===== src/rtl/keypad_scanner.sv =====
// keypad_scanner: tick-paced 4x4 matrix keypad scanner with press/release debounce and one-shot key codes
module keypad_scanner #(
  parameter int SCAN_DIV       = 1349,
  parameter int DEBOUNCE_TICKS = 16
) (
  input  logic       clk,
  input  logic       reset,
  input  logic [3:0] filas,
  output logic [3:0] columnas,
  output logic [3:0] key_code,
  output logic       key_valid,
  output logic       key_pressed
);
  localparam int DW = $clog2(SCAN_DIV + 1);
  localparam int CW = $clog2(DEBOUNCE_TICKS + 1);
  typedef enum logic [1:0] {SCAN, DEBOUNCE, HELD} state_t;
  state_t        state_q, state_d;
  logic [DW-1:0] div_q, div_d;
  logic [CW-1:0] cnt_q, cnt_d;
  logic [1:0]    col_q, col_d, row_q, row_d, row_idx;
  logic [3:0]    s1_q, rs_q, code_q, code_d;
  logic          valid_q, valid_d, pressed_q;
  logic          tick, any_low, same_row, done;
  always_comb begin
    tick     = div_q == DW'(SCAN_DIV);
    div_d    = tick ? '0 : div_q + 1'b1;
    any_low  = rs_q != 4'b1111;
    row_idx  = !rs_q[0] ? 2'd0 : !rs_q[1] ? 2'd1 : !rs_q[2] ? 2'd2 : 2'd3;
    same_row = any_low && row_idx == row_q;
    done     = cnt_q + 1'b1 == CW'(DEBOUNCE_TICKS);
    state_d  = state_q;
    cnt_d    = cnt_q;
    col_d    = col_q;
    row_d    = row_q;
    code_d   = code_q;
    valid_d  = 1'b0;
    if (tick)
      case (state_q)
        SCAN:
          if (any_low) begin
            row_d   = row_idx;
            cnt_d   = CW'(1);
            state_d = DEBOUNCE;
          end else
            col_d = col_q + 1'b1;
        DEBOUNCE:
          if (!same_row) begin
            cnt_d   = '0;
            col_d   = col_q + 1'b1;
            state_d = SCAN;
          end else if (done) begin
            code_d  = {row_q, col_q};
            valid_d = 1'b1;
            cnt_d   = '0;
            state_d = HELD;
          end else
            cnt_d = cnt_q + 1'b1;
        HELD:
          if (any_low)
            cnt_d = '0;
          else if (done) begin
            cnt_d   = '0;
            col_d   = col_q + 1'b1;
            state_d = SCAN;
          end else
            cnt_d = cnt_q + 1'b1;
        default: state_d = SCAN;
      endcase
  end
  always_ff @(posedge clk)
    if (reset) begin
      div_q     <= '0;
      cnt_q     <= '0;
      col_q     <= 2'd0;
      row_q     <= 2'd0;
      s1_q      <= 4'b1111;
      rs_q      <= 4'b1111;
      code_q    <= 4'd0;
      valid_q   <= 1'b0;
      pressed_q <= 1'b0;
      state_q   <= SCAN;
    end else begin
      div_q     <= div_d;
      cnt_q     <= cnt_d;
      col_q     <= col_d;
      row_q     <= row_d;
      s1_q      <= filas;
      rs_q      <= s1_q;
      code_q    <= code_d;
      valid_q   <= valid_d;
      pressed_q <= state_d == HELD;
      state_q   <= state_d;
    end
  assign columnas    = ~(4'b0001 << col_q);
  assign key_code    = code_q;
  assign key_valid   = valid_q;
  assign key_pressed = pressed_q;
endmodule


===== config.mk =====
export PLATFORM = sky130hd
export DESIGN_NAME = keypad_scanner
export DESIGN_NICKNAME = d
export VERILOG_FILES = /design/src/rtl/keypad_scanner.sv
export SDC_FILE = /design/constraint.sdc
export NUM_CORES = 1
export LEC_CHECK = 0
export CORE_MARGIN = 1.5
export CORE_UTILIZATION = 55
export DETAILED_ROUTE_END_ITERATION = 10
export GPL_ROUTABILITY_DRIVEN = 0
export PLACE_DENSITY_LB_ADDON = 0.1
export SYNTH_ARGS = -nofsm -noshare
export SYNTH_HDL_FRONTEND = slang
export SYNTH_SLANG_ARGS = --single-unit

===== constraint.sdc =====
create_clock -name clk -period 2.55 [get_ports clk]
set_clock_uncertainty 0.2 [all_clocks]
set_input_delay 0.3825 -clock clk [delete_from_list [all_inputs] [get_ports clk]]
set_output_delay 0.3825 -clock clk [all_outputs]
set_load 0.01 [all_outputs]

# Word-level counts from Yosys, hierarchy flattened
# Cells that the tools add are included.
[totals] ff_bits=36 in_bits=6 out_inout_bits=10 elab_cells=60
[classes] add_sub_neg=3 n_eq_ne=12 shift=1 mux=21 bitwise_logic=4 reduce_logical=9
[op_table] cell="$mux 2" count=12
[op_table] cell="$mux 5" count=4
[op_table] cell="$pmux 5 s3" count=1
[op_table] cell="$pmux 2 s3" count=2
[op_table] cell="$add 11x1->11 const B" count=1
[op_table] cell="$eq 11x11->1 const B" count=1
[op_table] cell="$ne 2x2->1 const B" count=5
[op_table] cell="$reduce_and 3->1" count=2
[op_table] cell="$reduce_and 6->1" count=1
[op_table] cell="$add 5x1->5 const B" count=1
[op_table] cell="$eq 5x5->1 const B" count=1
[op_table] cell="$eq 2x2->1 const B" count=2
[op_table] cell="$ne 4x4->1 const B" count=1
[op_table] cell="$not 4->4" count=1
[op_table] cell="$reduce_and 4->1" count=1
[op_table] cell="$reduce_or 4->1" count=1
[op_table] cell="$shl 1x2->4 const A" count=1
[op_table] cell="$not 1->1" count=3
[op_table] cell="$reduce_bool 3->1" count=1
[op_table] cell="$add 2x1->2 const B" count=1
[op_table] cell="$eq 2x1->1 const B" count=1
[op_table] cell="$eq 2x2->1" count=1
[op_table] cell="$logic_not 2->1" count=1
[op_table] cell="$mux 1" count=2
[op_table] cell="other kinds (2)" count=2

# Depth between registers and ports, before layout
# Gate-level depths: netlist (run 1).
[logic_depth] ltp_word=9 mapped_depth=8 ltp_nobuf=8

# Worst setup path after synthesis (run 1)
# Ideal clock, no wire load.
[synth_path] kind="reg2reg" from="register div_q[0]" to="register cnt_q[4]" setup_ns=0.128 arrival_time_ns=1.665 required_ns=2.222 slack_ns=0.557 stages_incl_launch_ff=8 path_buffers=0 period_less_slack_ns=1.993 path_cell_list="dfxtp_1 ha_1 nand4b_4 nor4_4 o21ai_2 or2_1 a22oi_1 nor2_1"
[synth_between] elab_chain_cells=2
[synth_rtl] item="from (decl)" line="18" source="logic [DW-1:0] div_q, div_d;"
[synth_rtl] item="from (signal assigned)" line="83" source="div_q <= div_d;"
[synth_rtl] item="$eq 11x11->1" line="25" source="tick = div_q == DW'(SCAN_DIV);"
[synth_rtl] item="$reduce_and 3->1 (no source line)"
[synth_rtl] item="to (signal assigned)" line="84" source="cnt_q <= cnt_d;"
[synth_rtl] item="to (decl)" line="19" source="logic [CW-1:0] cnt_q, cnt_d;"
# No other way between the ends.
# A chain may end at the register's enable or synchronous reset.

# Worst setup path in the final report (run 1)
# Same ends and word-level chain as after synthesis.

==> results by group, run 1 <==
Synthesis
  – Top_reg_cell synth: dfxtp_1
  – Synth Area in XOR/XNOR: under 10%
  – Largest family of logic cells by synthesized area: simple AND/OR/NAND/NOR gates
  – Syn Area/Cell: around 9.1 um2
  – Synthesis-stage register bit count: 36
  – Mux share of post-synthesis cell area: under 10%
  – Mapped Cells: roughly 190
  – Number of enable flip-flop cells after synthesis: 0
  – Ys async rst share: 0%
  – Post-synthesis adder-cell area fraction: under 10%
  – Yosys cell types: 39
  – Cell area after synthesis: about 1700 um2
  – Yosys warns: 0
  – Simple-Gate Fraction of Synth Area: about a quarter
  – Seq/Total Area, Yosys: between 40% and 50%
  – Syn Nets: approximately 200
  – Synth Area in Compound Gates: 11.6%

Global routing
  – Largest net degree at the start of global routing: 12
  – Number of global-route vias before repair: approximately 1200
  – First-pass GRT wire length: between 5 and 6 mm
  – Grt ovf: 0
  – Total track usage: between 10% and 20%
  – Initial antenna violation count: 0

Setup path
  – Crit-path max cell delay: around 0.42 ns
  – Worst reg2reg path depth: 7
  – Reg2Reg Setup Slack: between 0.3 and 0.4 ns
  – WP data arrival: 2.24 ns
  – Slowest cell on crit path: nor4_4
  – Nature of the critical path endpoint: flop
  – Reg2Reg Launch Point: div_q[0]$_SDFF_PP0_
  – R2r endpoint: cnt_q[4]$_SDFFE_PP0P_
  – CP Data Required Time: 2.56 ns
  – Crit Path Class: flop to flop
  – Worst-path cell chain: ha_1, nand4b_4, nor4_4, o21ai_2, or2_1, a22oi_1, nor2_1
  – CP startpoint kind: flop
  – CP Max Fanout: 8

Hold path
  – Hold Crit Start: s1_q[1]$_SDFF_PP1_
  – Hold path endpoint: rs_q[1]$_SDFF_PP1_
  – HP Class: flop to flop
  – Worst Hold Depth: 1

Drt
  – Detailed-route wire length: ~3.0 mm
  – Met1 wire length: roughly 1.4 mm
  – WL met2: around 1.4 mm
  – # DRC: 0
  – Top sig layer: met4
  – DRT Pass-1 Iters: 4
  – Wire per inst: between 10 and 15 um
  – DR iter-0 viols: 39
  – Metal3 WL: between 100 and 150 um
  – Vias per cell: 5.64
  – Antenna viol nets, final: 0
  – DR vias: 1330

Clocking
  – CTS tree: done
  – CTS Buffer Depth: 2
  – CTS Buf Count: 5
  – Resized cells post-CTS: 0
  – Clock Root Buffer: clkbuf_4
  – Post-CTS Setup Bufs: 0
  – Clock network latency to the later pin of the worst-skew pair: around 0.32 ns
  – Worst-path clk slew: 0.11 ns
  – Num Clock Sinks: 36
  – Post-CTS Hold Fix Bufs: 0
  – CTS H-tree lvls: 2

Floorplanning
  – DIE AREA: approximately 3400 um2
  – Row Count: 19
  – # IOs: 16
  – Core box area: about 2800 um2
  – Initial Util: 59.6%
  – Die X: between 50 and 60 um
  – Die height: between 50 and 60 um

Timing
  – Final slew viol count: 0
  – Worst Max-Slew Pin Slew: between 0.5 and 0.6 ns
  – RSZ-0062 raised after global routing: false
  – Fin Setup TNS: 0 ns
  – Final Hold Viols: 0
  – Fmax: roughly 450 MHz
  – Fraction of the cycle the final worst path needs: ~87%
  – Finish-stage setup viols: 0
  – Period minus WS final: ~2.2 ns
  – Slew margin rel.: between 60% and 70%

Finish
  – Non-Filler Instances: 236
  – Cell area after layout: 1940 um2
  – Layout cells sized above 1: between 10 and 15%
  – Fill cell count: roughly 210
  – Area grow syn2layout: 14.8%
  – N_diodes: 0
  – Nets: between 200 and 250

Place
  – Port Buffer Count: 15
  – Post-placement cell area: ~1900 um2
  – Hpwl dp: between 2 and 2.5 mm
  – Placed cell count: 229

Outcome
  – Status: complete, no violations

Power and ir drop
  – Leak pwr: a little over 0.8 nW
  – Peak VDD IR: 0.290 mV
  – Power density cells: 491 nW/um2

Job
  – Max Cap Viol: 0
## how the worst max path moves through the flow
stage | start | end | slack [ns] | cells after the start
after floorplan | div_q[0]$_SDFF_PP0_ | cnt_q[4]$_SDFFE_PP0P_ | 0.56 | 7
after global placement | div_q[0]$_SDFF_PP0_ | cnt_q[4]$_SDFFE_PP0P_ | 0.47 | 7
after detailed placement | div_q[0]$_SDFF_PP0_ | cnt_q[4]$_SDFFE_PP0P_ | 0.34 | 7
after CTS | col_q[0]$_SDFFE_PP0P_ | columnas[0] | 0.33 | 4
after global routing | div_q[0]$_SDFF_PP0_ | cnt_q[2]$_SDFFE_PP0P_ | 0.18 | 7
final | div_q[0]$_SDFF_PP0_ | cnt_q[4]$_SDFFE_PP0P_ | 0.32 | 7
## metal layers
layer	up-vias	global-route usage, %
met5	-	0
met4	0	8.31
met3	9	5.27
met2	38	32.3
met1	608	25.1
li1	675	-
## flip-flops by register name, indices dropped and copies added (netlist names)
register,cells
row_q,2
s1_q,4
key_valid,1
div_q,11
col_q,2
cnt_q,5
key_code,4
rs_q,4
state_q,2
key_pressed,1
## cell families (layout without fill, tap and decap cells)
| family | after synthesis | count (layout) |
|---|---|---|
| compound gates | 27 | 27 |
| xor+xnor | 7 | 7 |
| fa+ha+maj | 11 | 11 |
| buf+inv | 15 | 35 |
| flops | 36 | 36 |
| mux | 6 | 6 |
| simple gates | 83 | 83 |
## stage by stage
step	power (mW)	hold WS [ns]	setup WS [ns]	utilization [%]
2_1_floorplan	0.618	0.189	0.557	-
6_report	0.950	0.210	0.324	68.5
3_3_place_gp	0.632	0.191	0.465	66.2
5_1_grt	0.984	0.228	0.181	68.5
4_1_cts	0.958	0.218	0.327	68.5
3_5_place_dp	0.635	0.194	0.339	66.2
## worst max-delay path, delay by kind of cell, from the launching register on
family / cells / cell delay (ns)
adder cells (fa/ha/maj): 1 / 0.21
AO/OA/AOI/OAI: 2 / 0.40
AND/OR/NAND/NOR: 4 / 0.91
flip-flops: 1 / 0.39
## cells in the mapped netlist (3+ instances only)
library cell	n	area share (%)
ha_1	11	8.2
nand2b_1	3	1.1
xnor2_1	3	1.6
xor2_1	4	2.1
dfxtp_1	36	43
nand2_1	12	2.7
mux2i_1	6	3.6
a21oi_1	8	2.4
or3_1	3	1.1
inv_1	11	2.4
or2_2	9	3.3
nor2_1	27	6.0
nand3_1	10	3.0
and3_1	5	1.9
clkbuf_1	3	0.67
o21ai_0	4	1.2
nor2b_1	3	1.1
## layout make-up
type | instances | area [um2] | area share (%)
tap | 31 | 38.8 | 2.00
clock buffer | 7 | 65.1 | 3.36
timing repair buffer | 17 | 165 | 8.53
sequential | 36 | 721 | 37.2
multi-input combinational | 134 | 906 | 46.8
inverter | 11 | 41.3 | 2.13
## placed cells by master (no fill, tap or decap), types with 2 or more instances in the layout
cell and n:
inv_1 11, or3_1 3, xnor2_1 3, nand4_1 2, a22oi_1 2, buf_4 2
a31oi_1 2, o211a_1 2, mux2i_1 6, dfxtp_1 36, xor2_1 4, nand2b_1 3
a21oi_1 8, nand2_1 12, clkdlybuf4s50_1 15, nand3_1 10, or2_2 9, and3_1 5
nor2_1 27, clkbuf_8 2, nor2b_1 3, o21ai_0 4, nand3b_1 2, ha_1 11
clkbuf_4 5
## where the power goes
part	internal [mW]	leakage, nW	switching (mW)	total [mW]
clock network	0.156	0.0374	0.172	0.328
logic	0.0206	0.497	0.0219	0.0426
registers	0.572	0.292	0.00749	0.579
total	0.749	0.827	0.201	0.950
No activity file was read; power rests on OpenSTA's default activity.
==> run 2, diff against run 1 <==
- SLEW_MARGIN: not set -> 20
==> results of run 2 <==
Same layout as run 1: the final DEF is identical, and so are final timing and power.
==> run 3, diff against run 2 <==
- CORE_UTILIZATION: 55 -> 56
- CTS_CLUSTER_SIZE: not set -> 40
==> run 3 against run 2 <==
Effect of this change: the run now ends with DRC left; utilization decreased by 0.36 points; hold slack gained 0.0073 ns; wire length shrank 2.7%; via count fell by 0.45%; worst setup slack lost 0.13 ns; non-clock buffer count is 1 lower; combinational power is 2% lower; largest cell class unchanged.
==> results by group, run 3 (synthesis results as in run 1) <==
Setup path
  – Crit Path Class: flop to flop
  – CP Max Fanout: 8
  – Delay-heaviest family, CP: compound AO/OA/AOI/OAI gates
  – Nature of the critical path endpoint: flop
  – CP startpoint kind: flop
  – Slowest cell on crit path: nor4_4
  – WP data arrival: ~2.4 ns
  – Crit-path max cell delay: 0.42 ns
  – CP Data Required Time: approximately 2.6 ns
  – Worst-path cell chain: ha_1, nand4b_4, nor4_4, o21ai_2, a211oi_4, nand3b_1, a31oi_1
  – Worst path bufs/invs: 0

Power and ir drop
  – Share of total power in combinational logic: 4.7%
  – Leak pwr: 0.813 nW
  – Register share of total power: roughly two thirds
  – Int Pwr: 0.693 mW
  – Peak VDD IR: approximately 0.39 mV
  – Total net switching power: between 0.2 and 0.25 mW
  – Clock Power Share: a little under a third
  – Power density cells: roughly 470 nW/um2
  – Sw frac: 22.5%

Drt
  – # DRC: 1
  – DR iter-0 viols: 119
  – Detailed-route wire length: roughly 3 mm
  – Vias per cell: roughly 5.6
  – DR vias: 1324
  – DRT Pass-1 Iters: 7
  – Antenna viol nets, final: 0
  – Wire per inst: 12.5 um

Timing
  – Fin Setup TNS: 0 ns
  – Slew margin rel.: 68.6%
  – Fmax: ~420 MHz
  – Worst Max-Slew Pin Slew: between 0.4 and 0.5 ns
  – Fraction of the cycle the final worst path needs: roughly 92%
  – Finish-stage setup viols: 0
  – Final slew viol count: 0
  – Final Hold Viols: 0
  – Period minus WS final: 2.36 ns
  – RSZ-0062 raised after global routing: false

Finish
  – Most common cell after layout, fill and taps aside: dfxtp_1
  – Largest register FFs: 11
  – Top Registers: div_q x11, cnt_q x5
  – N_diodes: 0
  – Commonest cells after routing, fill and taps aside: dfxtp_1 (36), nor2_1 (27), clkdlybuf4s50_1 (15)
  – Top reg by flops: div_q
  – Area grow syn2layout: 13.3%
  – Cell area after layout: 1910 um2
  – Layout cells sized above 1: about a tenth
  – Nets: roughly 220
  – Fill cell count: roughly 230

Clocking
  – Worst-path clk slew: roughly 0.10 ns
  – CTS tree: done
  – Resized cells post-CTS: 0
  – Post-CTS Hold Fix Bufs: 0
  – CTS Buf Count: 5
  – Clock Root Buffer: clkbuf_4
  – Post-CTS Setup Bufs: 0
  – CTS Buffer Depth: 2
  – CTS H-tree lvls: 2
  – Clock network latency to the later pin of the worst-skew pair: about 0.33 ns
  – Num Clock Sinks: 36

Floorplanning
  – Die height: a little under 60 um
  – Row Count: 19
  – Initial Util: about 60%
  – # IOs: 16
  – Die X: ~58 um
  – Core box area: approximately 2800 um2
  – DIE AREA: about 3400 um2

Global routing
  – First-pass GRT wire length: approximately 4.8 mm
  – Total track usage: between 10% and 20%
  – Largest net degree at the start of global routing: 16
  – Initial antenna violation count: 0
  – Number of global-route vias before repair: around 1200
  – Grt ovf: 0

Place
  – Post-placement cell area: 1860 um2
  – Hpwl dp: about 2.3 mm
  – Port Buffer Count: 15

Outcome
  – Status: finished with violations
  – Failing checks: DRC

Job
  – Max Cap Viol: 0

Hold path
  – HP Class: flop to flop
run 3: cell types whose count changed in the layout (fill, tap and decap cells not counted):
| cell | before | now |
|---|---|---|
| clkbuf_1 | 0 | 1 |
| clkbuf_8 | 2 | 0 |
| buf_4 | 2 | 1 |
| clkinv_2 | 0 | 1 |
run 3: worst paths after layout:
kind	end	slack, ns	cells past startpoint	from
worst max register to register	cnt_q[2]$_SDFFE_PP0P_	0.19	7	div_q[0]$_SDFF_PP0_
worst min-delay path	rs_q[2]$_SDFF_PP1_	0.22	1	s1_q[2]$_SDFF_PP1_
worst max-delay path	cnt_q[2]$_SDFFE_PP0P_	0.19	7	div_q[0]$_SDFF_PP0_
worst min register to register	rs_q[2]$_SDFF_PP1_	0.22	1	s1_q[2]$_SDFF_PP1_
run 3: metrics by stage:
stage	hold slack (ns)	util [%]	cells	power, mW	worst slack [ns]
global placement	0.191	66.5	228	0.630	0.487
global route	0.240	68.1	235	0.927	0.0915
detailed placement	0.198	66.5	228	0.634	0.250
floorplan	0.189	-	185	0.618	0.557
CTS	0.221	68.1	235	0.900	0.210
finish	0.218	68.1	235	0.895	0.193
run 3: cell type report:
class / instances / area, um2 / share of cell area, %
Timing Repair Buffer: 16 / 158 / 8.25
Tap cell: 31 / 38.8 / 2.03
Multi-Input combinational cell: 134 / 906 / 47.4
Clock inverter: 1 / 5.00 / 0.262
Sequential cell: 36 / 721 / 37.7
Inverter: 11 / 41.3 / 2.16
Clock buffer: 6 / 41.3 / 2.16
run 3: worst reg2reg max path, delay by kind of cell (launching register included):
kind            cells  cell delay [ns]
flops               1             0.41
compound gates      3             0.76
simple gates        3             0.68
fa+ha+maj           1             0.24
run 3: layer usage:
metal | part of all wire (%) | global-route usage [%] | vias to the layer above
met5 | 0 | 0 | -
met4 | 4.8 | 14.0 | 0
met3 | 5.0 | 6.25 | 17
met2 | 45 | 29.9 | 45
met1 | 45 | 21.8 | 593
li1 | - | - | 669
run 3: power groups by stage:
| stage | logic, mW | clock network (mW) | registers (mW) |
|---|---|---|---|
| 2_1_floorplan | 0.0296 | 0 | 0.589 |
| 3_3_place_gp | 0.0388 | 0 | 0.592 |
| 3_5_place_dp | 0.0419 | 0 | 0.592 |
| 4_1_cts | 0.0421 | 0.279 | 0.579 |
| 5_1_grt | 0.0462 | 0.300 | 0.581 |
| 6_report | 0.0417 | 0.273 | 0.580 |
